## src/rtl/instr_fetch_if.sv

```systemverilog
// Fetch-stage bus bundle: instruction-memory req/ack port and the decoder valid/ready port.
// master = fetch stage, slave = memory/decoder side.
interface instr_fetch_if #(
    parameter int ADDR_W = 32
);
    logic              imem_req;
    logic [ADDR_W-1:0] imem_addr;
    logic              imem_ack;
    logic [31:0]       imem_rdata;
    logic [31:0]       instr;
    logic [ADDR_W-1:0] instr_pc;
    logic              instr_valid;
    logic              id_ready;

    modport master (
        output imem_req, imem_addr, instr, instr_pc, instr_valid,
        input  imem_ack, imem_rdata, id_ready
    );

    modport slave (
        input  imem_req, imem_addr, instr, instr_pc, instr_valid,
        output imem_ack, imem_rdata, id_ready
    );
endinterface

```

## src/rtl/instr_fetch.sv

```systemverilog
// KGPRISC fetch stage: PC, req/ack instruction fetch, valid/ready hand-off to the decoder.
// Optional MISALIGN_CHK_EN: misaligned redirect raises a sticky fetch_fault and stops fetching.
module instr_fetch #(
    parameter int                ADDR_W   = 32,
    parameter logic [ADDR_W-1:0] RESET_PC = {ADDR_W{1'b0}}
) (
    input  logic              clk,
    input  logic              rst_n,
    input  logic              start,
    input  logic              redirect,
    input  logic [ADDR_W-1:0] redirect_pc,
    instr_fetch_if.master     bus,
    output logic [ADDR_W-1:0] pc,
    output logic              fetch_fault
);

    typedef enum logic [1:0] {
        IDLE = 2'd0,
        REQ  = 2'd1,
        HOLD = 2'd2
    } state_t;

    state_t            state_q, state_d;
    logic [ADDR_W-1:0] pc_q, pc_d;
    logic [ADDR_W-1:0] addr_q, addr_d;
    logic [31:0]       instr_q, instr_d;
    logic [ADDR_W-1:0] ipc_q, ipc_d;
    logic              valid_q, valid_d;
    logic              kill_q, kill_d;
    logic              fault_q, fault_d;
    logic [ADDR_W-1:0] tgt_s;
    logic              misalign_s;
    logic              imem_req_s;

`ifdef MISALIGN_CHK_EN
    assign tgt_s      = redirect_pc;
    assign misalign_s = redirect & (redirect_pc[1:0] != 2'b00);
`else
    assign tgt_s      = redirect_pc & ~{{(ADDR_W-2){1'b0}}, 2'b11};
    assign misalign_s = 1'b0;
`endif

    // State and datapath registers
    always_ff @(posedge clk or negedge rst_n) begin
        if (!rst_n) begin
            state_q <= IDLE;
            pc_q    <= RESET_PC;
            addr_q  <= RESET_PC;
            instr_q <= 32'h0000_0000;
            ipc_q   <= {ADDR_W{1'b0}};
            valid_q <= 1'b0;
            kill_q  <= 1'b0;
            fault_q <= 1'b0;
        end else begin
            state_q <= state_d;
            pc_q    <= pc_d;
            addr_q  <= addr_d;
            instr_q <= instr_d;
            ipc_q   <= ipc_d;
            valid_q <= valid_d;
            kill_q  <= kill_d;
            fault_q <= fault_d;
        end
    end

    // Next-state and datapath update; redirect takes priority in every state
    always_comb begin
        state_d = state_q;
        pc_d    = pc_q;
        addr_d  = addr_q;
        instr_d = instr_q;
        ipc_d   = ipc_q;
        valid_d = valid_q;
        kill_d  = kill_q;
        fault_d = fault_q | misalign_s;
        case (state_q)
            IDLE: begin
                if (redirect) begin
                    pc_d = tgt_s;
                    if (start && !misalign_s && !fault_q) begin
                        state_d = REQ;
                        addr_d  = tgt_s;
                    end else begin
                        state_d = IDLE;
                    end
                end else if (start && !fault_q) begin
                    state_d = REQ;
                    addr_d  = pc_q;
                end else begin
                    state_d = IDLE;
                end
            end
            REQ: begin
                if (bus.imem_ack) begin
                    if (kill_q || redirect) begin
                        // Stale word: drop it and re-issue from the current target
                        kill_d = 1'b0;
                        pc_d   = redirect ? tgt_s : pc_q;
                        addr_d = redirect ? tgt_s : pc_q;
                        if (misalign_s || fault_q) begin
                            state_d = IDLE;
                        end else begin
                            state_d = REQ;
                        end
                    end else begin
                        instr_d = bus.imem_rdata;
                        ipc_d   = addr_q;
                        valid_d = 1'b1;
                        pc_d    = pc_q + {{(ADDR_W-3){1'b0}}, 3'd4};
                        state_d = HOLD;
                    end
                end else if (redirect) begin
                    pc_d   = tgt_s;
                    kill_d = 1'b1;
                end else begin
                    kill_d = kill_q;
                end
            end
            HOLD: begin
                if (redirect) begin
                    valid_d = 1'b0;
                    pc_d    = tgt_s;
                    if (start && !misalign_s) begin
                        state_d = REQ;
                        addr_d  = tgt_s;
                    end else begin
                        state_d = IDLE;
                    end
                end else if (bus.id_ready) begin
                    valid_d = 1'b0;
                    if (start) begin
                        state_d = REQ;
                        addr_d  = pc_q;
                    end else begin
                        state_d = IDLE;
                    end
                end else begin
                    state_d = HOLD;
                end
            end
            default: begin
                state_d = IDLE;
                valid_d = 1'b0;
                kill_d  = 1'b0;
            end
        endcase
    end

    // Output decode: only the memory request is combinational
    always_comb begin
        imem_req_s = (state_q == REQ);
    end

    assign bus.imem_req    = imem_req_s;
    assign bus.imem_addr   = addr_q;
    assign bus.instr       = instr_q;
    assign bus.instr_pc    = ipc_q;
    assign bus.instr_valid = valid_q;
    assign pc              = pc_q;
    assign fetch_fault     = fault_q;

endmodule

```

## src/flat_wrapper.sv

```systemverilog
// flat-port wrapper written by rule: the top's interface ports become plain ports
module instr_fetch_flat 
#(
    parameter int                ADDR_W   = 32,
    parameter logic [ADDR_W-1:0] RESET_PC = {ADDR_W{1'b0}}
)
  (clk, rst_n, start, redirect, redirect_pc, pc, fetch_fault, bus_imem_req, bus_imem_addr, bus_instr, bus_instr_pc, bus_instr_valid, bus_imem_ack, bus_imem_rdata, bus_id_ready);
  instr_fetch_if #(.ADDR_W(ADDR_W)) bus_i ();
  input  logic clk;
  input  logic rst_n;
  input  logic start;
  input  logic redirect;
  input  logic [ADDR_W-1:0] redirect_pc;
  output logic [ADDR_W-1:0] pc;
  output logic fetch_fault;
  output wire logic [$bits(bus_i.imem_req)-1:0] bus_imem_req;
  output wire logic [$bits(bus_i.imem_addr)-1:0] bus_imem_addr;
  output wire logic [$bits(bus_i.instr)-1:0] bus_instr;
  output wire logic [$bits(bus_i.instr_pc)-1:0] bus_instr_pc;
  output wire logic [$bits(bus_i.instr_valid)-1:0] bus_instr_valid;
  input wire logic [$bits(bus_i.imem_ack)-1:0] bus_imem_ack;
  input wire logic [$bits(bus_i.imem_rdata)-1:0] bus_imem_rdata;
  input wire logic [$bits(bus_i.id_ready)-1:0] bus_id_ready;
  assign bus_imem_req = bus_i.imem_req;
  assign bus_imem_addr = bus_i.imem_addr;
  assign bus_instr = bus_i.instr;
  assign bus_instr_pc = bus_i.instr_pc;
  assign bus_instr_valid = bus_i.instr_valid;
  assign bus_i.imem_ack = bus_imem_ack;
  assign bus_i.imem_rdata = bus_imem_rdata;
  assign bus_i.id_ready = bus_id_ready;
  instr_fetch #(.ADDR_W(ADDR_W), .RESET_PC(RESET_PC)) u_core (.clk(clk), .rst_n(rst_n), .start(start), .redirect(redirect), .redirect_pc(redirect_pc), .bus(bus_i), .pc(pc), .fetch_fault(fetch_fault));
endmodule
```

## config.mk

```make
export PLATFORM = sky130hd
export DESIGN_NAME = instr_fetch_flat
export DESIGN_NICKNAME = d
export VERILOG_FILES = /design/src/rtl/instr_fetch_if.sv /design/src/rtl/instr_fetch.sv /design/src/flat_wrapper.sv
export SDC_FILE = /design/constraint.sdc
export NUM_CORES = 1
export LEC_CHECK = 0
export ABC_AREA = 1
export BUFFER_PORTS_ARGS = -buffer_cell sky130_fd_sc_hd__buf_4
export CORE_MARGIN = 2
export CORE_UTILIZATION = 25
export CTS_CLUSTER_SIZE = 8
export DETAILED_ROUTE_END_ITERATION = 10
export GPL_ROUTABILITY_DRIVEN = 1
export GPL_TIMING_DRIVEN = 0
export HOLD_SLACK_MARGIN = 0.15
export PLACE_DENSITY = 0.49
export SYNTH_ARGS = -nofsm -noshare
export SYNTH_HDL_FRONTEND = slang
export SYNTH_SLANG_ARGS = --single-unit
```

## constraint.sdc

```tcl
create_clock -name clk -period 2.2 [get_ports clk]
set_clock_uncertainty 0.15 [all_clocks]
set_input_delay 0.44 -clock clk [delete_from_list [all_inputs] [get_ports clk]]
set_output_delay 0.44 -clock clk [all_outputs]
set_load 0.01 [all_outputs]
```

==> results.txt <==
----------------------------------------------------
[Timing]
  Final-report max-slew violation count ... 0
  Post-route setup TNS ... 0 ns
  Final setup violating endpoints ... 0
  Final hold violation count ... 0
  Peak clock frequency supported by timing ... 508 MHz
  Slew margin rel. ... 59.2%
  Worst-case setup margin in the final layout ... roughly 0.23 ns
  Setup repair after global routing missed its margin ... no
  Final period demand of the worst path ... roughly 2.0 ns
  Final period utilization ... 89.5%
  Transition time at the pin with the least slew margin ... ~0.61 ns

[Synthesis]
  Per-instance average area after synthesis ... 7.87 sq um
  Synthesized net count ... 894
  Distinct cells, synth ... 39
  Leading cell type by number of instances after synthesis ... sky130_fd_sc_hd__nand2_1
  Number of enable-type register cells in the synthesized netlist ... 0
  Register bit count reported by yosys ... between 100 and 150
  Ranking of synthesized cells by instance count ... 356 x sky130_fd_sc_hd__nand2_1, 132 x sky130_fd_sc_hd__dfrtp_1, 54 x sky130_fd_sc_hd__inv_1
  Yosys warning total ... 0
  Sequential fraction of the synthesis area ... 51.0%
  FFs w/ async S/R, synth ... 100%
  Post-synth top area share ... 51.0%
  Total standard cell area after synthesis ... around 6500 sq um
  Cell count after synthesis ... around 820
  Library cell with the largest summed area after synthesis ... sky130_fd_sc_hd__dfrtp_1
  Most area-consuming cells after synthesis ... sky130_fd_sc_hd__dfrtp_1 51%, sky130_fd_sc_hd__nand2_1 21%, sky130_fd_sc_hd__o21ai_0 3.8%
  Top FF cell, synth ... sky130_fd_sc_hd__dfrtp_1

[Clock network]
  # resized after CTS ... 0
  Hold buffer count at CTS ... 33
  Later-pin clock latency in the skew report ... ~0.42 ns
  Maximum level of the CTS H-tree ... 4
  Clock-pin slew on the worst setup and hold paths ... about 0.06 ns
  Cts bufs inserted ... 17
  Clock sinks ... about 130
  Number of buffers on the longest clock path ... 2
  Clock tree from TritonCTS ... built
  Post-CTS Setup Bufs ... 0
  Clock Tree Root ... sky130_fd_sc_hd__clkbuf_16

[Flow run]
  Number of max-capacitance violations reported ... 0

[Critical path]
  Critical path data arrival time ... roughly 2.1 ns
  Element type at the critical path end ... flip-flop
  Startpoint Class ... flip-flop
  Worst R2R Start ... u_core.pc[3]
  CP Launch Point ... u_core.pc[3]
  CP required ... around 2.4 ns
  Critical path class ... reg2reg
  Largest fanout of any net on the critical path ... 6

[Power and ir drop]
  Part of the power in combinational logic ... between 40% and 50%
  P_sw ... roughly 5.4 mW
  Leakage component of the power ... roughly 4.8 nW
  Relative contribution of sequential cells to total power ... 35.3%
  Peak supply drop ... slightly below 0.5 mV
  Total internal power ... between 7 and 8 mW
  PwrDens ... around 1400 nW/um^2
  Fraction of power spent switching nets ... between 40 and 50%
  Power share of the clock group ... a little over a fifth

[Drt]
  Mean number of vias per cell ... about 4.4
  Number of design rule violations left after detail routing ... 0
  Remaining number of nets flagged by the antenna check after routing ... 0
  Total via count after detailed routing ... between 6000 and 7000
  DRT Pass-1 Iters ... 6
  Final wirelength ... around 23000 um
  Count of routing violations after the opening detailed-route iteration ... 372
  WL per Instance ... 16.2 um

[Die]
  Core Rows ... between 50 and 60
  Ports ... between 200 and 250
  Floorplan die area ... between 20000 and 30000 sq um
  Die W ... roughly 160 um
  Placeable Area ... between 20000 and 30000 sq um
  Initial Util ... 25.6%
  Overall die height ... approximately 160 um

[Min path]
  Hold path start ... redirect_pc[11]
  Path category of the worst min-delay check ... in2reg

[Place]
  Number of buffers inserted by port buffering ... 196
  Last weighted congestion value of the routability-driven placer ... between 0.8 and 0.9
  Detailed placement HPWL ... between 15000 and 20000 um
  Setup slack after placement ... around 0.15 ns

[GRT]
  GRT Resource Usage Total ... around 17%
  Initial antenna violation count ... 0
  Number of global-route vias before repair ... around 6000
  Largest net degree at the start of global routing ... between 80 and 90
  Congestion Overflow GR ... 0
  First-pass GRT wire length ... around 35000 um

[Final layout]
  Area growth syn-to-layout ... 43.6%
  Layout cell share with drive strength beyond 1 ... around 27%
  Antenna diode count ... 0
  Final-stage net count ... roughly 1100

[Run status]
  Run status ... finished clean

----------------------------------------------------
-- per-layer routing --
| metal | global-route usage (%) | vias to the layer above | part of all wire [%] |
|---|---|---|---|
| met5 | 0 | - | 0 |
| met4 | 4.78 | 0 | 1.3 |
| met3 | 4.24 | 21 | 7.0 |
| met2 | 28.1 | 198 | 47 |
| met1 | 22.4 | 2912 | 45 |
| li1 | - | 3129 | - |
-- sequential cells by signal, summed over array words and instances, names as in the netlist --
| register | flops |
|---|---|
| u_core.bus.imem_addr | 32 |
| u_core.pc | 32 |
| u_core.bus.instr | 32 |
| u_core.state_q | 2 |
| u_core.kill_q | 1 |
| u_core.bus.instr_pc | 32 |
| u_core.bus.instr_valid | 1 |
-- stage by stage --
step / cells / utilization, % / area, sq um / power (mW) / hold slack (ns)
after floorplan: 823 / - / 6480 / 7.20 / -0.00559
after CTS: 1415 / 36.7 / 9300 / 13.1 / 0.210
final: 1415 / 36.7 / 9300 / 12.9 / 0.211
after detailed placement: 1350 / 33.1 / 8390 / 10.2 / 0.281
after global routing: 1415 / 36.7 / 9300 / 13.9 / 0.213
after global placement: 1349 / 33.0 / 8360 / 10.1 / 0.306
-- critical path, cell delays in order, from the launching register on --
cell and delay, ns:
sky130_fd_sc_hd__dfrtp_1 0.44, sky130_fd_sc_hd__ha_1 0.24, sky130_fd_sc_hd__nand3_2 0.15, sky130_fd_sc_hd__inv_1 0.11
sky130_fd_sc_hd__nand2_2 0.14, sky130_fd_sc_hd__nor2_2 0.25, sky130_fd_sc_hd__nand2_1 0.08, sky130_fd_sc_hd__nand2_1 0.06
sky130_fd_sc_hd__nand2_1 0.05, sky130_fd_sc_hd__nand2_1 0.05, sky130_fd_sc_hd__nand2_1 0.04, sky130_fd_sc_hd__nand2_1 0.06
sky130_fd_sc_hd__nand2_1 0.05
-- cell usage in the layout, fill, tap and decap left out, types with 5 or more instances in the layout --
cell type / count
sky130_fd_sc_hd__nand2_1: 356
sky130_fd_sc_hd__nand4_1: 7
sky130_fd_sc_hd__nand3_1: 22
sky130_fd_sc_hd__o211ai_1: 5
sky130_fd_sc_hd__o21ai_0: 49
sky130_fd_sc_hd__buf_2: 22
sky130_fd_sc_hd__mux2i_1: 11
sky130_fd_sc_hd__buf_4: 200
sky130_fd_sc_hd__dfrtp_1: 132
sky130_fd_sc_hd__clkbuf_16: 17
sky130_fd_sc_hd__nor3_1: 6
sky130_fd_sc_hd__nor2_4: 7
sky130_fd_sc_hd__nand2_2: 6
sky130_fd_sc_hd__o21ai_1: 29
sky130_fd_sc_hd__a21oi_1: 11
sky130_fd_sc_hd__dlygate4sd3_1: 33
sky130_fd_sc_hd__inv_6: 7
sky130_fd_sc_hd__inv_1: 54
sky130_fd_sc_hd__nor2_1: 52
sky130_fd_sc_hd__inv_2: 5
sky130_fd_sc_hd__nor2_2: 5
sky130_fd_sc_hd__a211oi_1: 6
-- final cells by class --
type	count	area [sq um]
Fill cell	2691	16000
Sequential cell	132	3300
Multi-Input combinational cell	596	2740
Timing Repair Buffer	230	1830
Inverter	61	234
Clock inverter	14	140
Clock buffer	18	439
Tap cell	330	413
Buffer	34	196
-- logic make-up (layout without fill, tap and decap cells) --
group	after synthesis	in the layout	share of synthesized area, %
adder cells (fa/ha/maj)	1	1	0.193
AND/OR/NAND/NOR	470	470	30.5
buffers and inverters	95	357	6.65
other	1	1	0.0579
AO/OA/AOI/OAI	111	111	9.58
XOR/XNOR	2	2	0.271
multiplexers	11	11	1.70
flip-flops	132	132	51.0
-- power groups by stage --
stage / sequential, mW / combinational, mW / clock, mW
6_report: 4.56 / 5.54 / 2.81
5_1_grt: 4.73 / 6.21 / 3.01
4_1_cts: 4.58 / 5.62 / 2.90
3_5_place_dp: 4.61 / 5.56 / 0
3_3_place_gp: 4.58 / 5.54 / 0
2_1_floorplan: 4.84 / 2.36 / 0
-- worst paths after layout --
| path | to | slack, ns | cells after the start |
|---|---|---|---|
| worst max-delay path | u_core.pc[28] | 0.23 | 12 |
| worst min-delay path | u_core.bus.imem_addr[11] | 0.21 | 3 |
| worst max register to register | u_core.pc[28] | 0.23 | 12 |
| worst min register to register | u_core.bus.instr_pc[9] | 0.32 | 2 |
| max in group asynchronous | u_core.pc[24] | 0.70 | 3 |
| min in group asynchronous | u_core.bus.instr[24] | 0.38 | 2 |
Note: power is estimated with default switching activity, not from simulation.
